==> config.mk <==
export PLATFORM = sky130hd
export DESIGN_NAME = branch_skip_sequencer
export DESIGN_NICKNAME = d
export VERILOG_FILES = /design/src/rtl/branch_skip_sequencer_pkg.sv /design/src/rtl/branch_skip_sequencer_depth.sv /design/src/rtl/branch_skip_sequencer.sv
export SDC_FILE = /design/constraint.sdc
export NUM_CORES = 1
export LEC_CHECK = 0
export CORE_MARGIN = 2
export CORE_UTILIZATION = 30
export CTS_CLUSTER_DIAMETER = 100
export DETAILED_ROUTE_END_ITERATION = 16
export SLEW_MARGIN = 5
export SYNTH_ARGS = -nofsm -noshare
export SYNTH_HDL_FRONTEND = slang
export SYNTH_HIERARCHICAL = 1
export SYNTH_SLANG_ARGS = --single-unit
==> constraint.sdc <==
create_clock -name clock -period 3.7 [get_ports clock]
set_clock_uncertainty 0.1 [all_clocks]
set_input_delay 0.37 -clock clock [delete_from_list [all_inputs] [get_ports clock]]
set_output_delay 0.37 -clock clock [all_outputs]
set_load 0.03 [all_outputs]
==> src/rtl/branch_skip_sequencer_pkg.sv <==
// Shared definitions for the branch skip sequencer and its depth counter.
// The optional overflow check is enabled with the BRANCH_SKIP_OVF_CHECK_EN macro.
// That macro adds the SKIP_ERR state to skip_state_t.
package definitions;

  // Default width of the bracket nesting-depth counter.
  localparam int SKIP_DEPTH_W = 8;

  // Core opcode set. CBF and CBB are the forward and backward conditional branches.
  typedef enum logic [3:0] {
    NOP,
    INC,
    DEC,
    MVR,
    MVL,
    INP,
    OUT,
    CBF,
    CBB
  } op_code;

`ifdef BRANCH_SKIP_OVF_CHECK_EN
  typedef enum logic [1:0] {
    SKIP_IDLE,
    SKIP_SCAN,
    SKIP_DONE,
    SKIP_ERR
  } skip_state_t;
`else
  typedef enum logic [1:0] {
    SKIP_IDLE,
    SKIP_SCAN,
    SKIP_DONE
  } skip_state_t;
`endif

endpackage

==> src/rtl/branch_skip_sequencer_depth.sv <==
// Bracket nesting-depth counter for the branch skip sequencer.
// It supports load-to-1, increment and decrement.
// dec_to_zero flags a decrement that reaches zero.
// With BRANCH_SKIP_OVF_CHECK_EN, ovf flags an increment at the maximum depth,
// and the count saturates there instead of wrapping.
module skip_depth_counter
  import definitions::*;
#(
  parameter int DEPTH_W = SKIP_DEPTH_W
) (
  input  logic               clock,
  input  logic               reset,
  input  logic               load,
  input  logic               inc,
  input  logic               dec,
  output logic [DEPTH_W-1:0] count,
`ifdef BRANCH_SKIP_OVF_CHECK_EN
  output logic               ovf,
`endif
  output logic               dec_to_zero
);

  localparam logic [DEPTH_W-1:0] ONE       = DEPTH_W'(1);
  localparam logic [DEPTH_W-1:0] MAX_DEPTH = '1;

  // The matching CBB is the one that takes the depth from 1 to 0.
  assign dec_to_zero = dec && (count == ONE);

`ifdef BRANCH_SKIP_OVF_CHECK_EN
  assign ovf = inc && (count == MAX_DEPTH);
`endif

  // Depth register: reset clears it, a new skip loads it with 1, and CBF/CBB step it.
  always_ff @(posedge clock) begin
    // NOTE: state registers use non-blocking (<=) so every flop samples pre-edge values.
    if (reset) begin
      count <= '0;
    end else if (load) begin
      count <= ONE;
    end else if (inc) begin
`ifdef BRANCH_SKIP_OVF_CHECK_EN
      if (!ovf) count <= count + ONE;
`else
      count <= count + ONE;
`endif
    end else if (dec) begin
      count <= count - ONE;
    end
  end

endmodule

==> src/rtl/branch_skip_sequencer.sv <==
// Branch skip sequencer. When a forward branch (CBF) is not taken, it walks the
// instruction stream up to the matching CBB.
// While busy, it owns fetch_req and pc_advance.
// The optional overflow check (SKIP_ERR state and sticky error output) is
// enabled with the BRANCH_SKIP_OVF_CHECK_EN macro.
module branch_skip_sequencer
  import definitions::*;
#(
  parameter int DEPTH_W = SKIP_DEPTH_W
) (
  input  logic               clock,
  input  logic               reset,
  input  logic               start_skip,
  input  op_code             instruction,
  input  logic               instr_valid,
  output logic               fetch_req,
  output logic               pc_advance,
  output logic               busy,
  output logic               done,
  output logic [DEPTH_W-1:0] depth,
  output logic               error
);

  skip_state_t state;
  logic        accept;
  logic        load;
  logic        inc;
  logic        dec;
  logic        dec_to_zero;
`ifdef BRANCH_SKIP_OVF_CHECK_EN
  logic        ovf;
`endif

  // An instruction is consumed only while scanning. The PC advances in the same cycle.
  assign accept     = (state == SKIP_SCAN) && instr_valid;
  assign load       = (state == SKIP_IDLE) && start_skip;
  assign inc        = accept && (instruction == CBF);
  assign dec        = accept && (instruction == CBB);
  assign pc_advance = accept;

  skip_depth_counter #(
    .DEPTH_W(DEPTH_W)
  ) u_depth (
    .clock      (clock),
    .reset      (reset),
    .load       (load),
    .inc        (inc),
    .dec        (dec),
    .count      (depth),
`ifdef BRANCH_SKIP_OVF_CHECK_EN
    .ovf        (ovf),
`endif
    .dec_to_zero(dec_to_zero)
  );

`ifndef BRANCH_SKIP_OVF_CHECK_EN
  assign error = 1'b0;
`endif

  // Skip FSM with registered fetch_req, busy, done and error outputs.
  always_ff @(posedge clock) begin
    if (reset) begin
      state     <= SKIP_IDLE;
      fetch_req <= 1'b0;
      busy      <= 1'b0;
      done      <= 1'b0;
`ifdef BRANCH_SKIP_OVF_CHECK_EN
      error     <= 1'b0;
`endif
    end else begin
      case (state)
        SKIP_IDLE: begin
          if (start_skip) begin
            state     <= SKIP_SCAN;
            fetch_req <= 1'b1;
            busy      <= 1'b1;
          end
        end
        SKIP_SCAN: begin
`ifdef BRANCH_SKIP_OVF_CHECK_EN
          if (ovf) begin
            state     <= SKIP_ERR;
            fetch_req <= 1'b0;
            error     <= 1'b1;
          end else
`endif
          if (dec_to_zero) begin
            state     <= SKIP_DONE;
            fetch_req <= 1'b0;
            done      <= 1'b1;
          end
        end
        SKIP_DONE: begin
          state <= SKIP_IDLE;
          busy  <= 1'b0;
          done  <= 1'b0;
        end
`ifdef BRANCH_SKIP_OVF_CHECK_EN
        // Stay stalled with the error flagged until reset.
        SKIP_ERR: begin
          state <= SKIP_ERR;
        end
`endif
        default: begin
          state     <= SKIP_IDLE;
          fetch_req <= 1'b0;
          busy      <= 1'b0;
          done      <= 1'b0;
        end
      endcase
    end
  end

endmodule
==> reports/results.tsv, run 1 <==
metric	value	unit
status	finished clean	
hp-class	reg2reg	
fin_crit_sh	63.7	%
hold_violations	0	
worst_pin_slew	0.741	ns
ys_ff_latch	13	
hold_depth	2	
crit_fanout	7	
first_iter_violations	10	
fin_nets	121	
clk_pin_slew	0.08	ns
swShare	27.2	%
num_vias	687	
cts_inserted_buffers	3	
setup_tns	0	ns
vias_per_cell	4.94	
drv_slew	0	
p_switching	0.0000777	W
cts-root-buf	clkbuf_4	
syn_nets	100	
synthTopCellsByArea	dfxtp_1, nor2_1, ha_1	
ir_worst_vdd	0.195	mV
grt_pass1_vias	658	
r2r-start	state[0]	
rsz0062_at_grt	false	
startpoint	instr_valid	
p_int	0.000208	W
cellPowerDensity	293	mW/mm^2
rr_endpoint	u_depth/count[7]	
p_total	0.000286	W
grt_max_degree	14	
rows	18	
post-route-min-period	2.36	ns
first_pass_iters	4	
setup_violations	0	
syn_avg_cell_area	8.35	sq um
reg2reg_depth	6	
die_w	53.8	um
layout-drive-gt1-share	11.0	%
start_kind	primary input	
synth_top_area_share	35.0	%
critPathRequiredTime	3.78	ns
postCtsSetupRepairBufs	0	
synth_area	743	sq um
hold_start	busy	
postRouteAntennaNets	0	
ys_top_cells_by_count	nor2_1, dfxtp_1, nand2_1	
cp-end-kind	flop	
clock_latency	0.28	ns
synthCells	89	
p_clk_share	31.4	%
die_y	53.8	um
grt_pass1_wl	2660	um
port_buffers	19	
cts_buffer_depth	2	
ys_async_sr_fraction	0	%
postCtsHoldBufs	0	
r2r_setup_slack	1.39	ns
drc	0	
synth_edf_count	0	
coreArea	0.00241	sq mm
clock.fmax	425	MHz
hold-path-endpoint	busy	
cp_num_buf_inv	1	
area_growth	31.1	%
cp.arrival	2.44	ns
routedWlPerCell	11.5	um
crit_family	simple AND/OR/NAND/NOR gates	
initial_core_util	30.8	%
yosys_warnings	6	
grt_overflow	0	
io_pins	21	
stdcell_area	975	sq um
dpl-instance-area	948	sq um
cpMaxStageDelayCell	or4b_4	
fillCellCount	253	
fin_ws	1.34	ns
drv_cap	0	
diodes	0	
dp_hpwl	1190	um
p_comb_share	16.2	%
path_cells	clkdlybuf4s50_1, nand3_2, nor4_2, or4b_4, o22ai_4, a21oi_1, a31o_1	
antenna_found_initial	0	
cts_resized	0	
leakage	0.350	nW
dieArea	0.00289	sq mm
synth_flop_cell	dfxtp_1	
cts_tree	done	
place_ws	1.04	ns
gp_congestion	0.716	
sequentialPowerShare	52.4	%
path_class	in2reg	
max_stage_delay	0.55	ns
synth.distinct_cells	33	
synth_area_leader_cell	dfxtp_1	
grt_usage	12.9	%
cts_sinks	13	
synth-seq-area-share	35.0	%
yosysMostFrequentCell	nor2_1	
drt-total-wl	1590	um
slew_headroom	50.4	%
h-tree-depth	1	
## power by group through the flow
| stage | Combinational [W] | Clock, W | Sequential (W) |
|---|---|---|---|
| 2_1_floorplan | 0.0000196 | 0 | 0.000159 |
| 3_3_place_gp | 0.0000456 | 0 | 0.000153 |
| 3_5_place_dp | 0.0000466 | 0 | 0.000153 |
| 4_1_cts | 0.0000469 | 0.0000934 | 0.000150 |
| 5_1_grt | 0.0000511 | 0.000103 | 0.000150 |
| 6_report | 0.0000464 | 0.0000897 | 0.000150 |
## area by class of cell
cell class	count	area (sq um)	share of cell area, %
Timing Repair Buffer	19	190	19.5
Multi-Input combinational cell	68	442	45.3
Clock buffer	4	26.3	2.70
Tap cell	30	37.5	3.85
Inverter	5	18.8	1.93
Sequential cell	13	260	26.7
## kinds of logic (layout without fill, tap and decap cells)
group           count (synthesis)  count (layout)  share of synthesized area [%]
xor+xnor                        4               4                           4.71
simple gates                   43              43                           32.0
other cells                     1               1                          0.505
fa+ha+maj                       3               3                           5.05
flops                          13              13                           35.0
buf+inv                         8              28                           5.56
compound gates                 16              16                           15.8
mux                             1               1                           1.35
## registers in the layout, indices dropped and copies added (netlist names)
signal         count
u_depth/count      8
state              2
busy               1
done               1
fetch_req          1
## stage by stage
step           utilization (%)  cells  hold slack [ns]
4_1_cts                   40.4    139            0.401
2_1_floorplan                -     89            0.342
6_report                  40.4    139            0.396
3_3_place_gp              39.4    135            0.388
5_1_grt                   40.4    139            0.444
3_5_place_dp              39.4    135            0.386
## worst max path at each step
stage / slack (ns) / to / cells after the start
after floorplan: 1.59 / u_depth/count[7] / 7
after global placement: 1.07 / u_depth/count[7] / 7
after detailed placement: 1.04 / u_depth/count[7] / 7
after CTS: 1.32 / u_depth/count[7] / 7
after global routing: 1.23 / u_depth/count[7] / 7
final: 1.34 / u_depth/count[7] / 7
## layout by cell type, fill, tap and decap left out, types with 2 or more instances in the layout
cell type	count
clkdlybuf4s50_1	19
nor2_1	14
dfxtp_1	13
nand2_1	8
a21oi_1	7
inv_1	5
nand3_1	4
nor3_1	4
xnor2_1	4
clkbuf_4	3
ha_1	3
o31ai_1	2
nand4_1	2
a31o_1	2
## worst min-delay path, stage by stage, from the launching register on
cell and delay, ns:
dfxtp_1 0.33, a21oi_1 0.06, nor2_1 0.07
## per-layer routing
metal  up-vias  part of all wire [%]  track usage (%)
li1        352                     -                -
met1       316                    44             13.7
met3         3                   6.5             6.39
met2        16                    48             22.4
met4         0                  0.88             3.85
met5         -                     0                0
Power figures use the tool's default switching activity.
==> inputs of run 2 (changes only) <==
Clock period 3.7 ns to 2.05 ns, I/O delays scaled along.
==> run 2 against run 1 <==
Die area did not move; sequential power rose by 79%; sequential share of layout area fell by 1.4 points; cell count rose by 4.3%; highest routed layer unchanged; critical path type unchanged; setup slack got worse by 1.2 ns; first-iteration DRC count fell by 80%; clock-buffer cell count did not move.
==> reports/results.tsv, run 2 (synthesis results as in run 1) <==
metric	value	unit	change
drc	0		unchanged
start_kind	primary input		
post-route-min-period	1.94	ns	
drt-total-wl	1580	um	-1.1%
status	finished clean		
cellPowerDensity	509	mW/mm^2	+74%
cts_buffer_depth	2		unchanged
dp_hpwl	1230	um	+3.2%
cts_resized	0		unchanged
postCtsSetupRepairBufs	0		unchanged
routedWlPerCell	10.9	um	-5.2%
grt_pass1_wl	2780	um	+4.7%
rows	18		unchanged
io_pins	21		unchanged
rsz0062_at_grt	false		
area_growth	38.4	%	
diodes	0		unchanged
port_buffers	19		unchanged
place_inst	141		+4.4%
layout-drive-gt1-share	16.5	%	+5.5 points
grt_util_met2	24.6	%	+2.2 points
h-tree-depth	1		unchanged
die_y	53.8	um	unchanged
cts-root-buf	clkbuf_4		
grt_max_degree	10		-4
cp.arrival	2.01	ns	-0.43 ns
postRouteAntennaNets	0		unchanged
grt_use_met1	13.8	%	+0.12 points
clk_pin_slew	0.08	ns	about the same
hold_start	done		
largest_reg_flops	8		unchanged
die_w	53.8	um	unchanged
ir_worst_vdd	0.316	mV	+62%
startpoint	instruction[1]		
cpMaxStageDelayCell	or4b_4		
cts_inserted_buffers	3		unchanged
crit_family	simple AND/OR/NAND/NOR gates		
antenna_found_initial	0		unchanged
num_vias	680		-1.0%
postCtsHoldBufs	0		unchanged
clock.fmax	516	MHz	
place_ws	-0.178	ns	-1.21 ns
coreArea	0.00241	sq mm	unchanged
leakage	0.386	nW	+10%
first_pass_iters	2		-2
cp-end-kind	flop		
max_stage_delay	0.52	ns	-0.03 ns
crit_fanout	3		-4
r2r-start	state[1]		
busiest_layer	met2		
drv_cap	0		unchanged
layout_common_cells	clkdlybuf4s50_1, nor2_1, dfxtp_1		
critPathRequiredTime	2.12	ns	-1.66 ns
hp-class	reg2reg		
p_total	0.000524	W	+83%
finalNonFillerCells	145		+4.3%
fin_ws	0.113	ns	-1.23 ns
hold_violations	0		unchanged
fin_nets	127		+5.0%
vias_per_cell	4.69		-5.1%
grt_pass1_vias	669		+1.7%
cp_num_buf_inv	1		unchanged
first_iter_violations	2		-8
mostFrequentLayoutCell	clkdlybuf4s50_1		
grt_usage	13.4	%	+0.45 points
grt_overflow	0		unchanged
hold_ws	0.419	ns	+0.0225 ns
gp_congestion	0.720		+0.54%
cts_sinks	13		unchanged
drv_slew	0		unchanged
clock_latency	0.29	ns	about the same
dieArea	0.00289	sq mm	unchanged
path_class	in2reg		
cts_tree	done		
path_cells	clkdlybuf4s50_1, nand2b_1, nor4_4, or4b_4, o22ai_4, a21oi_1, a31o_1		
fin_crit_sh	94.5	%	
reg_top3	u_depth/count x8, state x2		
initial_core_util	30.8	%	unchanged
grtUsageMet3	5.28	%	-1.1 points
setup_violations	0		unchanged
regMostFlops	u_depth/count		
[run 2: cell types whose count changed in the layout (fill, tap and decap cells not counted), sizes merged]
cell and change:
buf +6
[run 2: tightest hold or removal path, delay by kind of cell, from the launching register on]
family,cells,cell delay [ns]
AO/OA/AOI/OAI,1,0.11
flip-flops,1,0.32
AND/OR/NAND/NOR,1,0.05
[run 2: path summary, 6_finish.rpt]
path / endpoint / slack, ns / cells past startpoint
setup / recovery: u_depth/count[7] / 0.11 / 7
hold / removal: done / 0.42 / 2
setup reg to reg: u_depth/count[7] / 0.17 / 7
hold reg to reg: done / 0.42 / 2
[run 2: cell type report]
type                            instances  area [sq um]
Timing Repair Buffer                   25           235
Fill cell                             254          1380
Sequential cell                        13           260
Inverter                                5          18.8
Tap cell                               30          37.5
Clock buffer                            4          26.3
Multi-Input combinational cell         68           450
[run 2: report_power, final]
group | internal, W | switching, W
Combinational | 0.0000422 | 0.0000465
Sequential | 0.000260 | 0.00000843
Clock | 0.0000756 | 0.0000905
[run 2: through the flow]
step / utilization [%] / setup TNS (ns) / area [sq um]
CTS: 42.7 / 0 / 1030
finish: 42.7 / 0 / 1030
detailed placement: 41.6 / -0.382 / 1000
global route: 42.7 / 0 / 1030
global placement: 41.6 / -0.372 / 1000
floorplan: - / 0 / 752
[run 2: layer usage]
layer	share of wire (%)	vias to the layer above
met3	5.5	2
met1	46	301
met4	0.51	0
met2	48	15
li1	-	362
met5	0	-
